### config.mk
export PLATFORM = sky130hd
export DESIGN_NAME = phase_sequencer_flat
export DESIGN_NICKNAME = d
export VERILOG_FILES = /design/src/rtl/phase_sequencer_if.sv /design/src/rtl/phase_sequencer.sv /design/src/flat_wrapper.sv
export SDC_FILE = /design/constraint.sdc
export NUM_CORES = 1
export LEC_CHECK = 0
export ABC_CLOCK_PERIOD_IN_PS = 10600
export CELL_PAD_IN_SITES_DETAIL_PLACEMENT = 1
export CELL_PAD_IN_SITES_GLOBAL_PLACEMENT = 2
export CORE_MARGIN = 4
export CORE_UTILIZATION = 34
export DETAILED_ROUTE_END_ITERATION = 10
export PLACE_DENSITY_LB_ADDON = 0.08
export SLEW_MARGIN = 15
export SYNTH_ARGS = -nofsm -noshare
export SYNTH_HDL_FRONTEND = slang
export SYNTH_SLANG_ARGS = --single-unit
### constraint.sdc
create_clock -name clk -period 10.6 [get_ports clk]
set_input_delay 1.59 -clock clk [delete_from_list [all_inputs] [get_ports clk]]
set_output_delay 1.59 -clock clk [all_outputs]
set_load 0.1 [all_outputs]
### src/rtl/phase_sequencer_if.sv
// phase_sequencer_if: control inputs and status outputs of the phase sequencer.
// The master side drives halt/step controls; the slave side is the sequencer.
interface phase_sequencer_if #(
    parameter int NUM_PHASES = 8,
    parameter int CNT_W      = 16
);
    localparam int IDX_W = $clog2(NUM_PHASES);

    logic                  halt;
    logic                  step_mode;
    logic                  step;
    logic [NUM_PHASES-1:0] state;
    logic [IDX_W-1:0]      phase_idx;
    logic                  fetch;
    logic                  alu_en;
    logic                  cycle_done;
    logic [CNT_W-1:0]      instr_count;

    modport master (
        output halt, step_mode, step,
        input  state, phase_idx, fetch, alu_en, cycle_done, instr_count
    );

    modport slave (
        input  halt, step_mode, step,
        output state, phase_idx, fetch, alu_en, cycle_done, instr_count
    );
endinterface

### src/rtl/phase_sequencer.sv
// phase_sequencer: one-hot instruction-cycle phase generator. Produces registered
// fetch/ALU enable windows, a start-of-cycle pulse and a completed-cycle counter,
// with halt, single-step gating of the wrap, and recovery from corrupted state.
module phase_sequencer #(
    parameter int NUM_PHASES   = 8,
    parameter int FETCH_SET_PH = 7,
    parameter int FETCH_CLR_PH = 3,
    parameter int ALU_SET_PH   = 5,
    parameter int ALU_CLR_PH   = 6,
    parameter int CNT_W        = 16
) (
    input  logic             clk,
    input  logic             rst,
    phase_sequencer_if.slave bus
);
    localparam int IDX_W = $clog2(NUM_PHASES);
    localparam int LAST  = NUM_PHASES - 1;

    if (NUM_PHASES < 4 || NUM_PHASES > 16 ||
        FETCH_SET_PH < 0 || FETCH_SET_PH >= NUM_PHASES ||
        FETCH_CLR_PH < 0 || FETCH_CLR_PH >= NUM_PHASES ||
        ALU_SET_PH   < 0 || ALU_SET_PH   >= NUM_PHASES ||
        ALU_CLR_PH   < 0 || ALU_CLR_PH   >= NUM_PHASES ||
        FETCH_SET_PH == FETCH_CLR_PH || ALU_SET_PH == ALU_CLR_PH) begin : g_param_check
        $error("phase_sequencer: illegal parameter combination");
    end

    // Kind of transition the next edge performs.
    typedef enum logic [2:0] {
        MV_HOLD,
        MV_START,
        MV_ADVANCE,
        MV_WRAP,
        MV_RECOVER
    } move_e;

    move_e                 move;
    logic                  leaving;
    logic [NUM_PHASES-1:0] state_q, state_d;
    logic [IDX_W-1:0]      idx_q, idx_d;
    logic                  fetch_q, fetch_d;
    logic                  alu_q, alu_d;
    logic                  done_q, done_d;
    logic [CNT_W-1:0]      count_q, count_d;

    // Classify the upcoming edge: halt beats everything, step mode only gates the wrap.
    always_comb begin
        move = MV_HOLD;
        if (bus.halt) begin
            move = MV_HOLD;
        end else if (state_q == '0) begin
            move = MV_START;
        end else if (!$onehot(state_q)) begin
            move = MV_RECOVER;
        end else if (state_q[LAST]) begin
            move = (bus.step_mode && !bus.step) ? MV_HOLD : MV_WRAP;
        end else begin
            move = MV_ADVANCE;
        end
    end

    // Next-state values; window set/clear decoded from the phase being left.
    always_comb begin
        state_d = state_q;
        idx_d   = idx_q;
        count_d = count_q;
        done_d  = 1'b0;
        leaving = (move == MV_ADVANCE) || (move == MV_WRAP);

        fetch_d = fetch_q;
        if (leaving && state_q[FETCH_SET_PH]) fetch_d = 1'b1;
        if (leaving && state_q[FETCH_CLR_PH]) fetch_d = 1'b0;

        alu_d = alu_q;
        if (leaving && state_q[ALU_SET_PH]) alu_d = 1'b1;
        if (leaving && state_q[ALU_CLR_PH]) alu_d = 1'b0;

        case (move)
            MV_START: begin
                state_d = NUM_PHASES'(1);
                idx_d   = '0;
            end
            MV_ADVANCE: begin
                state_d = state_q << 1;
                idx_d   = idx_q + IDX_W'(1);
            end
            MV_WRAP: begin
                state_d = NUM_PHASES'(1);
                idx_d   = '0;
                count_d = count_q + CNT_W'(1);
                done_d  = 1'b1;
            end
            MV_RECOVER: begin
                state_d = '0;
                idx_d   = '0;
            end
            default: ;
        endcase
    end

    // All sequencer state, cleared asynchronously by rst.
    always_ff @(posedge clk or posedge rst) begin
        if (rst) begin
            state_q <= '0;
            idx_q   <= '0;
            fetch_q <= 1'b0;
            alu_q   <= 1'b0;
            done_q  <= 1'b0;
            count_q <= '0;
        end else begin
            state_q <= state_d;
            idx_q   <= idx_d;
            fetch_q <= fetch_d;
            alu_q   <= alu_d;
            done_q  <= done_d;
            count_q <= count_d;
        end
    end

    assign bus.state       = state_q;
    assign bus.phase_idx   = idx_q;
    assign bus.fetch       = fetch_q;
    assign bus.alu_en      = alu_q;
    assign bus.cycle_done  = done_q;
    assign bus.instr_count = count_q;
endmodule

### src/flat_wrapper.sv
// flat-port wrapper written by rule: the top's interface ports become plain ports
module phase_sequencer_flat 
#(
    parameter int NUM_PHASES   = 8,
    parameter int FETCH_SET_PH = 7,
    parameter int FETCH_CLR_PH = 3,
    parameter int ALU_SET_PH   = 5,
    parameter int ALU_CLR_PH   = 6,
    parameter int CNT_W        = 16
)
  (clk, rst, bus_halt, bus_step_mode, bus_step, bus_state, bus_phase_idx, bus_fetch, bus_alu_en, bus_cycle_done, bus_instr_count);
  phase_sequencer_if #(.NUM_PHASES(NUM_PHASES), .CNT_W(CNT_W)) bus_i ();
  input  logic clk;
  input  logic rst;
  input wire logic [$bits(bus_i.halt)-1:0] bus_halt;
  input wire logic [$bits(bus_i.step_mode)-1:0] bus_step_mode;
  input wire logic [$bits(bus_i.step)-1:0] bus_step;
  output wire logic [$bits(bus_i.state)-1:0] bus_state;
  output wire logic [$bits(bus_i.phase_idx)-1:0] bus_phase_idx;
  output wire logic [$bits(bus_i.fetch)-1:0] bus_fetch;
  output wire logic [$bits(bus_i.alu_en)-1:0] bus_alu_en;
  output wire logic [$bits(bus_i.cycle_done)-1:0] bus_cycle_done;
  output wire logic [$bits(bus_i.instr_count)-1:0] bus_instr_count;
  assign bus_i.halt = bus_halt;
  assign bus_i.step_mode = bus_step_mode;
  assign bus_i.step = bus_step;
  assign bus_state = bus_i.state;
  assign bus_phase_idx = bus_i.phase_idx;
  assign bus_fetch = bus_i.fetch;
  assign bus_alu_en = bus_i.alu_en;
  assign bus_cycle_done = bus_i.cycle_done;
  assign bus_instr_count = bus_i.instr_count;
  phase_sequencer #(.NUM_PHASES(NUM_PHASES), .FETCH_SET_PH(FETCH_SET_PH), .FETCH_CLR_PH(FETCH_CLR_PH), .ALU_SET_PH(ALU_SET_PH), .ALU_CLR_PH(ALU_CLR_PH), .CNT_W(CNT_W)) u_core (.clk(clk), .rst(rst), .bus(bus_i));
endmodule
; After elaboration in Yosys (flattened, before gate mapping)
; Cells that the tools add are included.
[word_totals]
in_bits = 5
register_bits = 30
word_cells = 46
output_inout_bits = 30
[op_classes]
addsub = 9
n_eq_ne = 5
n_reduce_logical = 14
mux = 12
[op_table]
columns = op, n
row1 = 8-bit case mux with 3 select lines, 1
row2 = 16-bit by 1-bit adder with 16-bit output (second input constant), 1
row3 = 4-bit adder, 3
row4 = 3-bit 2-to-1 mux, 4
row5 = 1-bit by 1-bit adder with 2-bit output, 4
row6 = 8-bit zero test, 1
row7 = 3-bit by 2-bit equality test with 1-bit output (second input constant), 2
row8 = 3-bit case mux with 2 select lines, 1
row9 = 2-bit nonzero test, 3
row10 = 1-bit logical AND, 5
row11 = 1-bit 2-to-1 mux, 5
row12 = 4-bit by 1-bit equality test with 1-bit output (second input constant), 1
row13 = 3-bit by 1-bit adder with 3-bit output (second input constant), 1
row14 = 3-bit by 1-bit equality test with 1-bit output (second input constant), 1
row15 = 3-bit equality test (second input constant), 1
row16 = 3-bit nonzero test, 1
row17 = 3-bit OR reduction, 1
row18 = 2-bit 2-to-1 mux, 1
row19 = 2-bit OR reduction, 1
row20 = 1-bit zero test, 1
row21 = 1-bit logical OR, 1

; Longest topological paths before layout
; Gate-level depths: netlist (run 1).
[depth]
word_depth = 12
ltp_mapped = 14
depth_no_buf = 12

; Worst setup path after synthesis (run 1)
; No wires, ideal clock.
[synth_path]
path_kind = register -> register
from = register u_core.state_q[7] (netlist: u_core.bus.state[7])
to = register u_core.count_q[13] (netlist: u_core.bus.instr_count[13])
setup_slack_ns = 6.070
path_stages_with_launch = 14
synth_period_minus_slack_ns = 4.530
t_arrival_ns = 4.367
path_cell_list = dfrtp_1 -> clkbuf_1 -> inv_1 -> ha_1 -> inv_1 -> fa_1 -> fa_1 -> inv_1 -> ha_1 -> fa_1 -> nor4b_4 -> nand4_4 -> nor4_1 -> xor2_1
[synth_via]
elab_chain_cells = 8
elab_cells_between_ends = 10
[synth_rtl]
columns = element, line_no
row1 = from (decl), phase_sequencer.sv:39  ; logic [NUM_PHASES-1:0] state_q, state_d;
row2 = from (signal assigned), phase_sequencer.sv:111  ; state_q <= state_d;
row3 = 1-bit by 1-bit adder with 2-bit output (not written as such), phase_sequencer.sv:53  ; end else if (!$onehot(state_q)) begin
row4 = 4-bit adder (not written as such) (2 in a row), phase_sequencer.sv:53
row5 = 4-bit by 1-bit equality test with 1-bit output, phase_sequencer.sv:53
row6 = 3-bit 2-to-1 mux, phase_sequencer.sv:53
row7 = 3-bit 2-to-1 mux (*), phase_sequencer.sv:51  ; end else if (state_q == '0) begin
row8 = 3-bit 2-to-1 mux (*), phase_sequencer.sv:49  ; if (bus.halt) begin
row9 = 3-bit by 2-bit equality test with 1-bit output (*), phase_sequencer.sv:78  ; case (move)
row10 = to (signal assigned), phase_sequencer.sv:116  ; count_q <= count_d;
row11 = to (decl), phase_sequencer.sv:44  ; logic [CNT_W-1:0] count_q, count_d;
; Mark *: on every way between the ends. The rest lies on a longest branch, timed or not.
; A chain may end at the register's enable or synchronous reset.

; Worst setup path in the final report (run 1)
[layout_path]
from = register u_core.state_q[7] (netlist: u_core.bus.state[7])
to = register u_core.count_q[7] (netlist: u_core.bus.instr_count[7])
; Same word-level chain as after synthesis.

==> results.txt, run 1 <==
reg2reg setup slack: 6.52 ns
worst path required time: 10.81 ns
area leader, netlist: dfrtp_1
root buf cell: clkbuf_8
Hold Path Origin: u_core.bus.instr_count[15]$_DFFE_PP0N_
Mapped Cells: 152
top post-synthesis cells by area: dfrtp_1, ha_1, xor2_1
critical-path maximum fanout: 9
GP Congestion: 0.7805
Clock power frac: 23.9%
Wirelength per Cell: 15.79 µm
clock buffer count from CTS: 5
Max Freq: 245.2 MHz
die height: 77.04 µm
Psw: 0.0001662 W
Post-Route WL: 3821 µm
Final HPWL DP: 2911 µm
Die Area: 0.005934 mm²
Hold Path End: u_core.bus.instr_count[15]$_DFFE_PP0N_
I/O pin cnt: 35
Worst-Skew Late Latency: 0.28 ns
H-tree depth: 2
syn_nets: 173
CP Class: flop to flop
HP Class: flop to flop
post-route ant nets: 0
Slew Limit Fails: 0
Relative slew margins: 34.07%
internal power: 0.0002165 W
worst clock skew: 0.002866 ns
ys async rst share: 100.0%
Die X: 77.04 µm
GRT Total Usage: 14.65%
fin nets: 212
combinational share of power: 41.7%
core box area: 0.004474 mm²
unrepaired setup endpoints after global routing: no
synthesized area per cell: 10.66 µm²
fill count: 510
Cells after DPL: 236
post-synthesis cell type count: 32
initial drt markers: 42
Setup-failing EPs final: 0
Port Buffers: 34
final worst-path cycle share: 38.47%
Leak: 1.008 nW
WHS Path Cells: 1
fraction of layout cells with a size suffix above 1: 6.316%
Hold Vio Cnt, Final: 0
drt drc: 0
Worst Reg-to-Reg Cells: 12
status: finished, final reports clean
Util after Layout: 47.01%
Netlist Area Pre-Place: 0.001620 mm²
sequential share of power: 34.4%
CP endpoint kind: flop
sequential share of the synthesized area: 46.33%
max-cap violations: 0
initial antenna violation count: 0
reg2reg end: u_core.bus.instr_count[7]$_DFFE_PP0N_
first-pass GRT wire length: 6686 µm
Finished Layout Cells: 242
# resized after CTS: 0
top-area cell type share of the netlist area: 46.33%
Tot Pwr: 0.0003826 W
setup TNS: 0 ns
Post-CTS Setup Bufs: 0
CP arrival: 4.29 ns
grt ovf: 0
Yosys reg bits: 30
vias in the first global route: 1376
Post-synth EDFFs: 0
ys flop type: dfrtp_1
ant diodes: 0
Area growth, synth to finish: 29.81%
row count: 24
R2R Path Start: u_core.bus.state[7]$_DFFE_PP0P_
Starting Density: 36.21%
power density cells: 181.9 mW/mm²
largest net degree at the start of global routing: 31
worst setup path start: u_core.bus.state[7]$_DFFE_PP0P_
Tightest Pin Transition: 0.9859 ns
Avg Vias per Cell: 5.054
Worst VDD drop: 0.1107 mV
CTS clk-pin slew, worst paths: 0.06 ns
min Tclk post-route: 4.078 ns
CTS tree: done
commonest non-fill, non-tap cell in the layout: clkdlybuf4s50_1
hold buffers post-CTS: 0
switching portion of total power: 43.42%
First-pass DRT Iterations: 4
commonest non-fill, non-tap cells in the layout: clkdlybuf4s50_1, dfrtp_1, inv_1
Vias: 1223
clk buf depth: 2
clock sinks: 30
Startpoint Class: flop
Yosys warnings: 0
-- logic make-up (layout without fill, tap and decap cells) --
group	after synthesis	count (layout)	share of synthesized area, %
buffers and inverters	23	61	5.405
and+or+nand+nor	48	48	17.68
xor gates and xnor gates	15	15	8.108
muxes	1	1	0.6949
DFF	30	30	46.33
adders and majority gates	16	16	14.21
AOI/OAI and AO/OA	19	19	7.568
-- layout make-up --
type                            count  area [µm²]  area share (%)
Clock buffer                        6       82.58           3.926
Timing Repair Buffer               35       347.8           16.54
Tap cell                           52       65.06           3.093
Multi-Input combinational cell     99       782.0           37.18
Sequential cell                    30       750.7           35.69
Inverter                           20       75.07           3.569
-- critical path, stage by stage, from the launching register on --
cell,delay [ns]
dfrtp_1,0.53
inv_1,0.15
ha_1,0.30
inv_1,0.05
fa_1,0.44
fa_1,0.51
inv_1,0.04
ha_1,0.20
fa_1,0.48
nor4b_4,0.48
nand4_2,0.34
nor3_1,0.31
xor2_1,0.16
-- how the worst max path moves through the flow --
| stage | endpoint | slack (ns) | cells after the start |
|---|---|---|---|
| 6_report | u_core.bus.instr_count[7]$_DFFE_PP0N_ | 6.52 | 12 |
| 5_1_grt | u_core.bus.instr_count[6]$_DFFE_PP0N_ | 6.23 | 12 |
| 4_1_cts | u_core.bus.instr_count[7]$_DFFE_PP0N_ | 6.48 | 12 |
| 3_5_place_dp | u_core.bus.instr_count[7]$_DFFE_PP0N_ | 6.49 | 12 |
| 3_3_place_gp | u_core.bus.instr_count[7]$_DFFE_PP0N_ | 6.65 | 12 |
| 2_1_floorplan | u_core.bus.instr_count[13]$_DFFE_PP0N_ | 6.07 | 13 |
-- power groups by stage --
| stage | Combinational (W) | Sequential (W) | Clock, W |
|---|---|---|---|
| floorplan | 0.0000624 | 0.000191 | 0 |
| global placement | 0.000158 | 0.000134 | 0 |
| detailed placement | 0.000159 | 0.000134 | 0 |
| CTS | 0.000160 | 0.000132 | 0.0000968 |
| global route | 0.000171 | 0.000134 | 0.000101 |
| finish | 0.000159 | 0.000132 | 0.0000916 |
-- synth_stat cells, drive strengths merged (2+ instances only) --
library cell	n
dfrtp	30
inv	20
nand2	14
ha	12
xor2	12
o21ai	8
nand4	6
nor2	6
nor3	5
nor4	5
a21oi	4
fa	4
nand3	4
xnor2	3
a22o	2
clkbuf	2
nor2b	2
nor4b	2
-- registers in the layout (all words and copies together), names as in the netlist --
signal,flops
u_core.bus.state,8
u_core.bus.cycle_done,1
u_core.bus.alu_en,1
u_core.bus.instr_count,16
u_core.bus.fetch,1
u_core.bus.phase_idx,3
-- stage by stage --
step	hold WS, ns	instance area, µm²	worst slack, ns
2_1_floorplan	0.9911	1620	6.070
3_3_place_gp	0.4542	2021	6.654
3_5_place_dp	0.4608	2021	6.494
4_1_cts	0.4689	2103	6.479
5_1_grt	0.4920	2103	6.235
6_report	0.4630	2103	6.522
-- metal layers --
metal | track usage, % | up-vias | share of wire, %
li1 | - | 587 | -
met1 | 18.18 | 598 | 45
met2 | 22.39 | 28 | 47
met3 | 4.215 | 10 | 4.7
met4 | 9.075 | 0 | 3.3
met5 | 0 | - | 0
Note: power is estimated with default switching activity, not from simulation.
==> run 2, diff against run 1 <==
ABC_CLOCK_PERIOD_IN_PS = 4100   (was 10600)
CORE_UTILIZATION = 32   (was 34)
clock period = 4.1 ns   (was 10.6 ns; I/O delays follow)
==> run 2 against run 1 <==
Compared with the run above:
- via count grew 2.0%
- maximum frequency grew 3.9%
- sequential share of layout area decreased by 1.0 points
- sequential power rose to 2.6 times the previous value
- final cell count rose by 7.9%
- first-iteration DRC count is 2.4% lower
- critical path depth is the same
- critical path type unchanged
- largest cell class unchanged
- highest routed layer unchanged
==> results.txt, run 2 (synthesis gave the netlist of run 1 again) <==
Die X: 79.16 µm (+2.8%)
vias in the first global route: 1383 (+0.51%)
max reg flops: 16 (unchanged)
fin nets: 214 (+0.94%)
CP arrival: 4.12 ns (-0.17 ns)
die height: 79.16 µm (+2.8%)
Leak: 1.012 nW (+0.38%)
fraction of layout cells with a size suffix above 1: 13.40% (+7.1 points)
Worst VDD drop: 0.3203 mV (+190%)
worst path required time: 4.30 ns (-6.51 ns)
Hold Vio Cnt, Final: 0 (unchanged)
internal power: 0.0005805 W (+170%)
Slew Limit Fails: 0 (unchanged)
dpl ws: 0.1168 ns (-6.377 ns)
Design Area, Final: 0.002195 mm² (+4.3%)
Vias: 1247 (+2.0%)
CTS tree: done
ant diodes: 0 (unchanged)
largest net degree at the start of global routing: 31 (unchanged)
sequential share of power: 33.2% (-1.2 points)
WL met1: 1816 µm (+4.8%)
met2 routed WL: 1788 µm (+0.39%)
Tightest Pin Transition: 0.9808 ns (-0.005039 ns)
Tot Pwr: 0.001025 W (+170%)
Area growth, synth to finish: 35.44%
post-route ant nets: 0 (unchanged)
drt drc: 0 (unchanged)
I/O pin cnt: 35 (unchanged)
Max Freq: 254.9 MHz (+3.9%)
Avg Vias per Cell: 4.778 (-5.5%)
combinational share of power: 42.6% (+0.9 points)
Port Buffers: 34 (unchanged)
initial antenna violation count: 0 (unchanged)
clock buffer count from CTS: 5 (unchanged)
critical-path maximum fanout: 9 (unchanged)
Post-Route WL: 3809 µm (-0.31%)
HP Class: flop to flop
first-pass GRT wire length: 6693 µm (+0.10%)
CTS clk-pin slew, worst paths: 0.07 ns (about the same)
Final HPWL DP: 2869 µm (-1.5%)
grt ovf: 0 (unchanged)
max-cap violations: 0 (unchanged)
Setup-failing EPs final: 0 (unchanged)
Worst-Skew Late Latency: 0.28 ns (about the same)
worst clock skew: 0.003188 ns (+0.0003216 ns)
Wirelength per Cell: 14.59 µm (-7.6%)
Finished Layout Cells: 261 (+7.9%)
Min Hold Slack: 0.4704 ns (+0.007367 ns)
hold buffers post-CTS: 0 (unchanged)
row count: 25 (+4.2%)
setup ws final: 0.1765 ns (-6.346 ns)
root buf cell: clkbuf_8
CP Class: flop to flop
CP endpoint kind: flop
commonest non-fill, non-tap cell in the layout: clkdlybuf4s50_1
Starting Density: 33.64% (-2.6 points)
Area after DPL: 0.002057 mm² (+1.8%)
initial drt markers: 41 (-2.4%)
Startpoint Class: flop
Cells after DPL: 252 (+6.8%)
GP Congestion: 0.7686 (-1.5%)
final worst-path cycle share: 95.70% (+57 points)
clk buf depth: 2 (unchanged)
reg2reg setup slack: 0.18 ns (-6.35 ns)
H-tree depth: 2 (unchanged)
Die Area: 0.006266 mm² (+5.6%)
power density cells: 466.9 mW/mm² (+160%)
wire length on met3: 168 µm (-6.1%)
status: finished, final reports clean
commonest non-fill, non-tap cells in the layout: clkdlybuf4s50_1, dfrtp_1, inv_1
GRT Total Usage: 13.57% (-1.1 points)
First-pass DRT Iterations: 4 (unchanged)
Relative slew margins: 34.41% (+0.34 points)
Clock power frac: 24.2% (+0.3 points)
Psw: 0.0004440 W (+170%)
core box area: 0.004817 mm² (+7.7%)
Top Metal Used: met4
switching portion of total power: 43.34% (-0.083 points)
min Tclk post-route: 3.924 ns (-0.1545 ns)
clock sinks: 30 (unchanged)
-- run 2: critical path: stages (launching register included) --
cell	delay, ns
dfrtp_4	0.55
ha_1	0.24
fa_1	0.54
inv_1	0.06
fa_1	0.53
inv_1	0.04
ha_1	0.20
fa_1	0.48
nor4b_4	0.28
buf_4	0.20
nand4_4	0.18
nor4_1	0.36
xor2_1	0.19
-- run 2: cell type report --
cell class                      count  area (µm²)
Clock buffer                        7       86.33
Inverter                           20       75.07
Tap cell                           67       83.83
Sequential cell                    30       760.7
Fill cell                         551        2623
Multi-Input combinational cell     99       820.8
Timing Repair Buffer               37       362.8
Clock inverter                      1       5.005
-- run 2: metrics by stage --
| stage | utilization (%) | setup TNS, ns |
|---|---|---|
| 2_1_floorplan | - | 0 |
| 3_3_place_gp | 42.70 | 0 |
| 3_5_place_dp | 42.70 | 0 |
| 4_1_cts | 44.60 | 0 |
| 5_1_grt | 45.56 | -0.06305 |
| 6_report | 45.56 | 0 |
-- run 2: path summary, 6_finish.rpt --
kind,start,to,depth (start not counted)
min in group asynchronous,rst,u_core.bus.phase_idx[1]$_DFFE_PP0P_,3
setup reg to reg,u_core.bus.state[7]$_DFFE_PP0P_,u_core.bus.instr_count[10]$_DFFE_PP0N_,12
hold / removal,u_core.bus.instr_count[15]$_DFFE_PP0N_,u_core.bus.instr_count[15]$_DFFE_PP0N_,1
setup / recovery,u_core.bus.state[7]$_DFFE_PP0P_,u_core.bus.instr_count[10]$_DFFE_PP0N_,12
max in group asynchronous,rst,u_core.bus.state[7]$_DFFE_PP0P_,3
hold reg to reg,u_core.bus.instr_count[15]$_DFFE_PP0N_,u_core.bus.instr_count[15]$_DFFE_PP0N_,1
-- run 2: power by group through the flow --
stage	Clock, W	Sequential (W)	Combinational [W]
detailed placement	0	0.000346	0.000417
finish	0.000248	0.000340	0.000436
floorplan	0	0.000494	0.000161
global placement	0	0.000345	0.000412
global route	0.000274	0.000344	0.000473
CTS	0.000260	0.000340	0.000418
-- run 2: what timing repair did --
item                       in CTS  in global routing
setup endpoints to repair       0                 16
gates resized for setup         0                  6
buffers inserted                0                  1
-- run 2: metal layers --
layer | global-route usage, % | vias to the layer above
met1 | 18.39 | 623
met2 | 21.30 | 26
li1 | - | 594
met3 | 3.741 | 4
met4 | 3.608 | 0
met5 | 0 | -
